### src/rtl/alu_pkg.sv
// Shared definitions for the sequential ALU.
// Holds the opcode encoding, the controller state encoding and the fill
// value used for the result of undefined opcodes (13-15).
package alu_pkg;

  localparam logic [3:0] OP_AND  = 4'd0;
  localparam logic [3:0] OP_OR   = 4'd1;
  localparam logic [3:0] OP_ADD  = 4'd2;
  localparam logic [3:0] OP_SUB  = 4'd3;
  localparam logic [3:0] OP_MUL  = 4'd4;
  localparam logic [3:0] OP_DIV  = 4'd5;
  localparam logic [3:0] OP_SHR  = 4'd6;
  localparam logic [3:0] OP_SHRA = 4'd7;
  localparam logic [3:0] OP_SHL  = 4'd8;
  localparam logic [3:0] OP_ROR  = 4'd9;
  localparam logic [3:0] OP_ROL  = 4'd10;
  localparam logic [3:0] OP_NEG  = 4'd11;
  localparam logic [3:0] OP_NOT  = 4'd12;

  typedef enum logic [2:0] {
    IDLE = 3'd0,
    MUL  = 3'd1,
    DIV  = 3'd2,
    FIX  = 3'd3,
    DONE = 3'd4
  } state_t;

  // Every bit of the result of an undefined opcode takes this value.
  localparam logic UNDEF_FILL = 1'b0;

endpackage

### src/rtl/seq_divider.sv
// Iterative signed divider: restoring division on operand magnitudes,
// one quotient bit per cycle, followed by one sign-correction cycle.
// Quotient truncates toward zero; remainder carries the sign of a.
// Ports:
//   clk, rst_n         clock, asynchronous active-low reset
//   start              load a/b and begin (ignored while running)
//   a, b               dividend and divisor (two's complement, b != 0)
//   done               high during the sign-correction cycle, when
//                      quotient/remainder are valid
//   quotient, remainder signed results
module seq_divider #(
  parameter int WIDTH = 32
) (
  input  logic             clk,
  input  logic             rst_n,
  input  logic             start,
  input  logic [WIDTH-1:0] a,
  input  logic [WIDTH-1:0] b,
  output logic             done,
  output logic [WIDTH-1:0] quotient,
  output logic [WIDTH-1:0] remainder
);

  localparam int CW = $clog2(WIDTH);

  logic             running;
  logic             fixing;
  logic [CW-1:0]    count;
  logic [WIDTH-1:0] dvs;
  logic [WIDTH-1:0] quo;
  logic [WIDTH-1:0] rem;
  logic             neg_q;
  logic             neg_r;
  logic [WIDTH:0]   shifted;
  logic [WIDTH-1:0] diff;
  logic             ge;

  function automatic logic [WIDTH-1:0] mag(input logic [WIDTH-1:0] v);
    return v[WIDTH-1] ? -v : v;
  endfunction

  // The dividend is shifted out of quo from the top while quotient bits
  // enter at the bottom. When the trial subtraction succeeds the difference
  // is below dvs, so its low WIDTH bits are exact.
  always_comb begin
    shifted = {rem, quo[WIDTH-1]};
    diff    = shifted[WIDTH-1:0] - dvs;
    ge      = (shifted >= {1'b0, dvs});
  end

  always_ff @(posedge clk or negedge rst_n) begin
    if (!rst_n) begin
      running <= 1'b0;
      fixing  <= 1'b0;
      count   <= '0;
      dvs     <= '0;
      quo     <= '0;
      rem     <= '0;
      neg_q   <= 1'b0;
      neg_r   <= 1'b0;
    end else if (start && !running && !fixing) begin
      running <= 1'b1;
      count   <= '0;
      dvs     <= mag(b);
      quo     <= mag(a);
      rem     <= '0;
      neg_q   <= a[WIDTH-1] ^ b[WIDTH-1];
      neg_r   <= a[WIDTH-1];
    end else if (running) begin
      rem   <= ge ? diff : shifted[WIDTH-1:0];
      quo   <= {quo[WIDTH-2:0], ge};
      count <= count + 1'b1;
      if (count == CW'(WIDTH - 1)) begin
        running <= 1'b0;
        fixing  <= 1'b1;
      end
    end else if (fixing) begin
      fixing <= 1'b0;
    end
  end

  // Most-negative / -1 yields a magnitude of 2^(W-1); negating it wraps
  // back to most-negative, which is the required result.
  assign done      = fixing;
  assign quotient  = neg_q ? -quo : quo;
  assign remainder = neg_r ? -rem : rem;

endmodule

### src/rtl/seq_alu.sv
// Sequential ALU: single-cycle logic/arithmetic/shift ops, an iterative
// radix-2 Booth multiplier and an iterative divider (seq_divider).
// Ports:
//   clk, rst_n    clock, asynchronous active-low reset
//   start         request pulse, sampled only while idle
//   op, a, b      opcode and operands; b[SHW-1:0] is the shift amount
//   busy          high in the MUL, DIV and FIX states
//   done          one-cycle pulse in the DONE state
//   result        {HI, LO}, held until the next DONE
//   div_by_zero   set with done when DIV had b = 0
module seq_alu
  import alu_pkg::*;
#(
  parameter int WIDTH = 32,
  parameter int SHW   = $clog2(WIDTH)
) (
  input  logic               clk,
  input  logic               rst_n,
  input  logic               start,
  input  logic [3:0]         op,
  input  logic [WIDTH-1:0]   a,
  input  logic [WIDTH-1:0]   b,
  output logic               busy,
  output logic               done,
  output logic [2*WIDTH-1:0] result,
  output logic               div_by_zero
);

  localparam int CW = $clog2(WIDTH);

  state_t           state;
  state_t           next_state;
  logic [CW-1:0]    count;
  logic             last_step;
  logic             accept;
  logic             b_zero;
  logic             div_start;

  logic [WIDTH:0]   acc;
  logic [WIDTH-1:0] mq;
  logic             mq_m1;
  logic [WIDTH:0]   mcand;
  logic [WIDTH:0]   booth_sum;
  logic [WIDTH:0]   acc_next;
  logic [WIDTH-1:0] mq_next;
  logic [2*WIDTH-1:0] product;

  logic [SHW-1:0]   sh;
  logic [WIDTH-1:0] alu_lo;

  logic             div_done;
  logic [WIDTH-1:0] div_quo;
  logic [WIDTH-1:0] div_rem;

  assign accept    = (state == IDLE) && start;
  assign b_zero    = (b == '0);
  assign div_start = accept && (op == OP_DIV) && !b_zero;
  assign last_step = (count == CW'(WIDTH - 1));
  assign busy      = (state == MUL) || (state == DIV) || (state == FIX);
  assign done      = (state == DONE);

  seq_divider #(.WIDTH(WIDTH)) u_div (
    .clk       (clk),
    .rst_n     (rst_n),
    .start     (div_start),
    .a         (a),
    .b         (b),
    .done      (div_done),
    .quotient  (div_quo),
    .remainder (div_rem)
  );

  // Single-cycle operations, evaluated straight from the inputs so the
  // result can be captured on the accepting edge.
  always_comb begin
    sh     = b[SHW-1:0];
    alu_lo = {WIDTH{UNDEF_FILL}};
    case (op)
      OP_AND:  alu_lo = a & b;
      OP_OR:   alu_lo = a | b;
      OP_ADD:  alu_lo = a + b;
      OP_SUB:  alu_lo = a - b;
      OP_SHR:  alu_lo = a >> sh;
      OP_SHRA: alu_lo = $signed(a) >>> sh;
      OP_SHL:  alu_lo = a << sh;
      OP_ROR:  alu_lo = (a >> sh) | (a << (WIDTH - int'(sh)));
      OP_ROL:  alu_lo = (a << sh) | (a >> (WIDTH - int'(sh)));
      OP_NEG:  alu_lo = -a;
      OP_NOT:  alu_lo = ~a;
      default: alu_lo = {WIDTH{UNDEF_FILL}};
    endcase
  end

  // One Booth step: add/subtract the multiplicand per {Q0, Q-1}, then
  // arithmetic-shift {acc, mq, mq_m1} right by one. acc is one bit wider
  // than the operand so subtracting a most-negative multiplicand cannot
  // overflow.
  always_comb begin
    case ({mq[0], mq_m1})
      2'b01:   booth_sum = acc + mcand;
      2'b10:   booth_sum = acc - mcand;
      default: booth_sum = acc;
    endcase
    acc_next = {booth_sum[WIDTH], booth_sum[WIDTH:1]};
    mq_next  = {booth_sum[0], mq[WIDTH-1:1]};
    product  = {acc_next[WIDTH-1:0], mq_next};
  end

  always_ff @(posedge clk or negedge rst_n) begin
    if (!rst_n) begin
      state <= IDLE;
    end else begin
      state <= next_state;
    end
  end

  always_comb begin
    next_state = state;
    case (state)
      IDLE: begin
        if (start) begin
          if (op == OP_MUL) begin
            next_state = MUL;
          end else if (op == OP_DIV && !b_zero) begin
            next_state = DIV;
          end else begin
            next_state = DONE;
          end
        end
      end
      MUL:     if (last_step) next_state = DONE;
      DIV:     if (last_step) next_state = FIX;
      FIX:     if (div_done) next_state = DONE;
      DONE:    next_state = IDLE;
      default: next_state = IDLE;
    endcase
  end

  // Datapath. result/div_by_zero are loaded only on the edge that enters
  // DONE, so they change exactly when done rises and hold afterwards.
  always_ff @(posedge clk or negedge rst_n) begin
    if (!rst_n) begin
      count       <= '0;
      acc         <= '0;
      mq          <= '0;
      mq_m1       <= 1'b0;
      mcand       <= '0;
      result      <= '0;
      div_by_zero <= 1'b0;
    end else begin
      case (state)
        IDLE: begin
          if (accept) begin
            count <= '0;
            if (op == OP_MUL) begin
              acc   <= '0;
              mq    <= b;
              mq_m1 <= 1'b0;
              mcand <= {a[WIDTH-1], a};
            end else if (op == OP_DIV) begin
              if (b_zero) begin
                result      <= {a, {WIDTH{1'b1}}};
                div_by_zero <= 1'b1;
              end
            end else begin
              result      <= {{WIDTH{1'b0}}, alu_lo};
              div_by_zero <= 1'b0;
            end
          end
        end
        MUL: begin
          acc   <= acc_next;
          mq    <= mq_next;
          mq_m1 <= mq[0];
          count <= count + 1'b1;
          if (last_step) begin
            result      <= product;
            div_by_zero <= 1'b0;
          end
        end
        DIV: begin
          count <= count + 1'b1;
        end
        FIX: begin
          if (div_done) begin
            result      <= {div_rem, div_quo};
            div_by_zero <= 1'b0;
          end
        end
        default: ;
      endcase
    end
  end

endmodule

### config.mk
export PLATFORM = sky130hd
export DESIGN_NAME = seq_alu
export DESIGN_NICKNAME = d
export VERILOG_FILES = /design/src/rtl/alu_pkg.sv /design/src/rtl/seq_divider.sv /design/src/rtl/seq_alu.sv
export SDC_FILE = /design/constraint.sdc
export NUM_CORES = 2
export LEC_CHECK = 0
export CORE_MARGIN = 3
export CORE_UTILIZATION = 45
export DETAILED_ROUTE_END_ITERATION = 7
export PLACE_DENSITY = 0.66
export SETUP_SLACK_MARGIN = 0.5
export SYNTH_ARGS = -nofsm -noshare
export SYNTH_HDL_FRONTEND = slang
export SYNTH_SLANG_ARGS = --single-unit
### constraint.sdc
create_clock -name clk -period 5.7 [get_ports clk]
set_clock_uncertainty 0.15 [all_clocks]
set_input_delay 0.855 -clock clk [delete_from_list [all_inputs] [get_ports clk]]
set_output_delay 0.855 -clock clk [all_outputs]
set_load 0.02 [all_outputs]
## Yosys cells after proc, flatten, opt, wreduce, memory -nomap -nowiden

Index checks and enable logic that the tools add are counted.

| operators by class | value |
|---|---|
| reductions and logical operators | 25 |
| multiplexer cells | 50 |
| bitwise gates (word level) | 7 |
| eq/ne operators | 29 |
| magnitude comparators | 1 |
| shift operators | 5 |
| add/subtract/negate cells | 12 |

Operators with widths:

| operator | number |
|---|---|
| 64-bit two-way mux | 6 |
| 32-bit two-way mux | 11 |
| 32-bit case mux with 11 select lines | 1 |
| 64-bit case mux with 3 select lines | 1 |
| 33-bit case mux with 2 select lines | 2 |
| 32-bit negator | 4 |
| 32-bit OR | 3 |
| 33-bit two-way mux | 2 |
| 32-bit case mux with 2 select lines | 1 |
| 32-bit subtractor | 2 |
| 33-bit adder | 1 |
| 33-bit by 32-bit >= comparator with 1-bit output | 1 |
| 33-bit subtractor | 1 |
| 32-bit adder | 1 |
| 32-bit bitwise AND | 1 |
| 32-bit zero test | 1 |
| 32-bit NOT | 1 |
| 32-bit by 32-bit left shift with 32-bit output | 1 |
| 32-bit by 5-bit left shift with 32-bit output | 1 |
| 32-bit by 32-bit >> shifter with 32-bit output | 1 |
| 32-bit by 5-bit >> shifter with 32-bit output | 1 |
| 32-bit by 5-bit >>> shifter with 32-bit output | 1 |
| 4-bit == test (second input constant) | 5 |
| 3-bit two-way mux | 6 |
| other kinds (34) | 73 |

| storage, ports and cells | value |
|---|---|
| flip-flop bits (word level) | 276 |
| output and inout port bits | 67 |

## Depth between registers and ports, before layout

| logic depth | value |
|---|---|
| word-level depth | 8 |
| gate-level depth with buffers | 25 |

## By module

From an unflattened synthesis, not the netlist that was laid out.

| unflattened totals | value |
|---|---|
| cells, all modules | 4106 |
| area total of the unflattened synthesis | 31263.7 um^2 |

By module, submodules not included:

| module | area each (um^2) | cells each | times used | seq. area each (um^2) |
|---|---|---|---|---|
| seq_alu | 22308.9 | 2995 | 1 | 4254.1 |
| seq_divider | 8954.8 | 1111 | 1 | 2627.5 |

## Least setup slack after synthesis

OpenSTA, ideal clock, no wires.

| path | value |
|---|---|
| path kind | input-to-reg |
| from | input port b[1] |
| to | register result[25] |
| path buffers | 8 |
| data required time | 5.468 ns |
| slack | -1.178 ns |
| cell stages on the path | 23 |
| data arrival time | 6.645 ns |
| path through | clkbuf_1 -> inv_1 -> clkbuf_1 -> buf_1 -> clkbuf_1 -> ha_1 -> clkbuf_1 -> clkinv_1 -> buf_1 -> clkbuf_1 -> buf_1 -> o21ai_0 -> inv_1 -> ha_1 -> nor2b_1 -> o31a_1 -> o21a_1 -> o31a_1 -> o31ai_1 -> a211oi_1 -> or3_1 -> and3_1 -> o22ai_1 |

| on the way | value |
|---|---|
| longest elaborated chain between the ends | 8 |

Ends and longest elaborated chain:

| element | RTL line | source |
|---|---|---|
| start, declared | seq_alu.sv:22 | `input logic [WIDTH-1:0] b,` |
| 6-bit by 5-bit subtractor with 7-bit output | seq_alu.sv:86, seq_alu.sv:87 |  |
| 32-bit by 32-bit >> shifter with 32-bit output / 32-bit by 32-bit left shift with 32-bit output (equally long branches) | seq_alu.sv:87, seq_alu.sv:86 |  |
| 32-bit OR, on equally long branches | seq_alu.sv:87, seq_alu.sv:86 |  |
| 32-bit case mux with 11 select lines | seq_alu.sv:78 | `case (op)` |
| 64-bit two-way mux | seq_alu.sv:160 | `end else if (op == OP_DIV) begin` |
| 64-bit two-way mux | seq_alu.sv:155 | `if (op == OP_MUL) begin` |
| 64-bit two-way mux | seq_alu.sv:153 | `if (accept) begin` |
| 64-bit case mux with 3 select lines | seq_alu.sv:151 | `case (state)` |
| end signal, assigned | seq_alu.sv:162 | `result <= {a, {WIDTH{1'b1}}};` |
| end signal, assigned | seq_alu.sv:166 | `result <= {{WIDTH{1'b0}}, alu_lo};` |
| end signal, assigned | seq_alu.sv:177 | `result <= product;` |
| end, declared | seq_alu.sv:25 | `output logic [2*WIDTH-1:0] result,` |

Parallel ways exist; a longest one is shown, timed or not. The select of a mux whose other input is x is not followed.
A chain may end at the register's enable or synchronous reset.

## Worst setup path in the final report

| path | value |
|---|---|
| from | input port b[7] |
| to | register result[30] |

| on the way | value |
|---|---|
| longest elaborated chain between the ends | 6 |

Ends and longest elaborated chain:

| element | RTL line |
|---|---|
| 32-bit subtractor / 32-bit adder (equally long branches) | seq_alu.sv:82, seq_alu.sv:81 |
| 32-bit case mux with 11 select lines | seq_alu.sv:78 |
| 64-bit two-way mux | seq_alu.sv:160 |
| 64-bit two-way mux | seq_alu.sv:155 |
| 64-bit two-way mux | seq_alu.sv:153 |
| 64-bit case mux with 3 select lines | seq_alu.sv:151 |

Parallel ways exist; a longest one is shown, timed or not. The select of a mux whose other input is x is not followed.

==> summary.txt <==
Run status
  • Status: finished, final reports clean

Route
  • Wire length per cell: 32.8 um
  • Post-route ant nets: 0
  • Vias per cell: 6.90
  • Residual DRC: 0
  • Initial DRC Count: 4782
  • DR pass1 iterations: 6
  • Total number of vias: 33700
  • WL final: 160000 um

STA
  • Final worst setup slack: 781 ps
  • Tightest Pin Transition: around 1300 ps
  • Max Clk Rate: a little over 0.2 GHz
  • Fin. Hold Viols: 0
  • Setup Viol. Count Final: 0
  • Period utilization: 86.3%
  • RSZ-0062 raised after global routing: false
  • Pins over their slew limit: 0
  • Slew headroom: 14.9%
  • Setup TNS: 0 ps
  • Min cycle time layout: 4920 ps

Clock tree
  • # hold bufs at CTS: 0
  • Clock Path Buffers: 3
  • CTS Root Cell: clkbuf_16
  • Post-CTS Repair Setup Buffers: 0
  • CTS tree: done
  • Htree depth: 2
  • CTS Sinks: about 280
  • Worst skew pair latency: 570 ps
  • CTS Buf Count: 35
  • Clock-pin slew on the worst setup and hold paths: 70 ps

Floorplan
  • Die ar.: around 70000 um^2
  • Initial Utilization: 45.6%
  • Die Y-Extent: 265 um
  • # IOs: 138
  • # rows: 94
  • Chip width: 265 um
  • Core box area: around 66000 um^2

Power and ir drop
  • Max IR drop VDD: between 0.3 and 0.4 mV
  • PwrDens: between 500 and 600 nW/um^2
  • Leakage power: between 10 and 15 nW

Placement
  • PortBufs: ~140
  • Gpl congestion: 1.08
  • Post-DP HPWL: 121000 um
  • DP Worst Slack: 158 ps

Logic synthesis
  • Ys async rst share: 100%
  • Flops & latches, synth: 275
  • Number of synthesized flops with an enable pin: 0
  • Count of cell types in the netlist: 93
  • Top cells by area, synth: dfrtp_1 (23%), nand2_1 (6.1%), o21ai_0 (5.3%)
  • Syn_nets: 4106
  • Main synth FF type: dfrtp_1
  • Syn. warnings: 0
  • Post-synthesis sequential area ratio: 22.9%
  • Syn_area_per_cell: 7.68 um^2
  • Post-Synthesis Cell Area: around 30000 um^2
  • Synth area leader: dfrtp_1
  • Post-Synthesis Cells: around 3900
  • Share of Yosys cell area claimed by the top area cell type: 22.9%

Worst setup path
  • Crit path cell chain: clkdlybuf4s50_1 > or3_1 > buf_4 > nor2_1 > nand3_1 > o31ai_1 > xor2_1 > ha_1 > a21oi_1 > o21ai_2 > or3_4 > o31ai_4 > o221ai_2 > a31oi_1 > xnor2_1 > a2111oi_2 > a21oi_1
  • Startpoint Class: input port
  • Most common cell on crit path: a21oi_1
  • Worst Reg-to-Reg Cells: 16
  • Critical Path Fanout Max: 6
  • R2r endpoint: result[63]
  • Crit Path Category: in2reg
  • Reg-to-reg slack, setup: 830 ps
  • Reg2reg start: mcand[6]
  • Worst setup EP type: flip-flop
  • Max stage delay cell, worst path: or3_1
  • Critical path arrival: 5210 ps
  • Crit-path max cell delay: 480 ps
  • Critical Path RT: 5990 ps

Global routing
  • First-pass GRT wire length: 227000 um
  • Initial antenna violation count: 11
  • Largest net degree at the start of global routing: 124
  • Vias in the first global route: 31100
  • Overflow after GRT: 0
  • Gr usage total: 44.3%

Layout
  • Most frequent cells in the layout: nand2_1 (485), nor2_1 (398), o21ai_0 (310), a21oi_1 (295), dfrtp_1 (274)
  • Fillers: ~6500
  • Register area: just under 7000 um^2
  • Commonest non-fill, non-tap cell in the layout: nand2_1
  • Nets: 4185
  • Area grow syn2layout: 14.9%
  • Multi-input logic area: ~22000 um^2
  • Ratio of cells with drive above 1 in the final layout: 13.1%

Flow run
  • Max cap viols: 0

Min path
  • Type of the worst min-delay path: in2async
cell type report:
| class | count | share of cell area (%) |
|---|---|---|
| multi-input cells | 3218 | 63.1 |
| flip-flops and latches | 275 | 19.9 |
| repair buffers | 380 | 9.47 |
| well taps | 864 | 3.13 |
| clock buffers | 49 | 2.98 |
| inverters | 89 | 0.999 |
| clock inverters | 10 | 0.413 |
| diodes | 5 | 0.0362 |
stage by stage:
stage	power [mW]	cell area [um^2]	instances	utilization (%)	hold WS [ps]
2_1_floorplan	11.5	30300	3920	-	300
3_3_place_gp	15.0	33400	4826	50.6	312
3_5_place_dp	15.1	33400	4826	50.6	322
4_1_cts	17.5	34500	4885	52.4	74.1
5_1_grt	18.9	34600	4885	52.4	93.1
6_report	17.8	34600	4890	52.4	69.2
layer usage:
metal | vias up | GRT usage, % | part of all wire (%)
met5 | - | 0 | 0.054
met4 | 14 | 30.0 | 8.6
met3 | 574 | 10.9 | 11
met2 | 2271 | 64.6 | 41
met1 | 16300 | 58.1 | 39
li1 | 14600 | - | -
timing repair:
action                                  in CTS  in global routing
resized for setup                            0                  5
endpoints found under the setup margin       0                  7
endpoints found under the hold margin        0                  0
critical path: cells and delay by family:
family	cells	cell delay [ps]
XOR/XNOR	2	350
AO/OA/AOI/OAI	8	1950
buffers and inverters	2	640
AND/OR/NAND/NOR	4	1150
adder cells (fa/ha/maj)	1	260
synthesized netlist by cell type, types with 10 or more instances:
master       n
nor2_1     402
ha_1       112
o22ai_1     30
buf_1       46
buf_2       28
nand3_1     57
or2_2       12
mux2i_1    135
nand2b_1    31
nor4_1      25
o31ai_1     48
a32oi_1     10
inv_1       86
a221oi_1    42
o21bai_1    10
or3_1       55
a22oi_1     34
and2_1      11
nand4_1     29
o211ai_1    47
mux2_2      74
nand2_1    487
nor2b_1     19
or4_1       15
o2111ai_1   13
o21ai_0    319
xnor2_1    139
o221ai_1    14
a211o_1     14
nor3_1      74
a211oi_1    51
o21a_1      30
a31oi_1     85
a21oi_1    296
a21o_1      54
mux4_2      65
clkbuf_1   264
and3_1      38
dfrtp_1    275
a221o_1     28
xor2_1     137
worst max path at each step:
stage | end | startpoint | depth (start not counted) | slack, ps
after floorplan | result[30] | b[1] | 24 | 180
after global routing | result[25] | b[7] | 16 | 520
after global placement | result[28] | b[7] | 17 | 260
final | result[30] | b[7] | 17 | 780
after detailed placement | result[28] | b[7] | 17 | 160
after CTS | result[63] | mcand[6] | 16 | 530
registers in the layout, summed over array words and instances (netlist names):
signal / cells
acc: 32
count: 5
div_by_zero: 1
mcand: 32
mq: 32
mq_m1: 1
result: 64
state: 3
u_div.count: 5
u_div.done: 1
u_div.dvs: 32
u_div.neg_q: 1
u_div.neg_r: 1
u_div.quo: 32
u_div.rem: 32
u_div.running: 1
cells by family after synthesis:
group           count (synthesis)  share of synthesized area [%]
buf+inv                       427                           5.44
compound gates               1245                           26.8
xor+xnor                      276                           8.03
flops                         275                           22.9
simple gates                 1303                           19.7
fa+ha+maj                     120                           5.02
mux                           274                           12.1
where the power goes:
part	switching [mW]	internal, mW	total [mW]
registers	1.02	2.86	3.87
logic	6.96	4.57	11.5
clock network	0.964	1.40	2.36
Power figures use the tool's default switching activity.
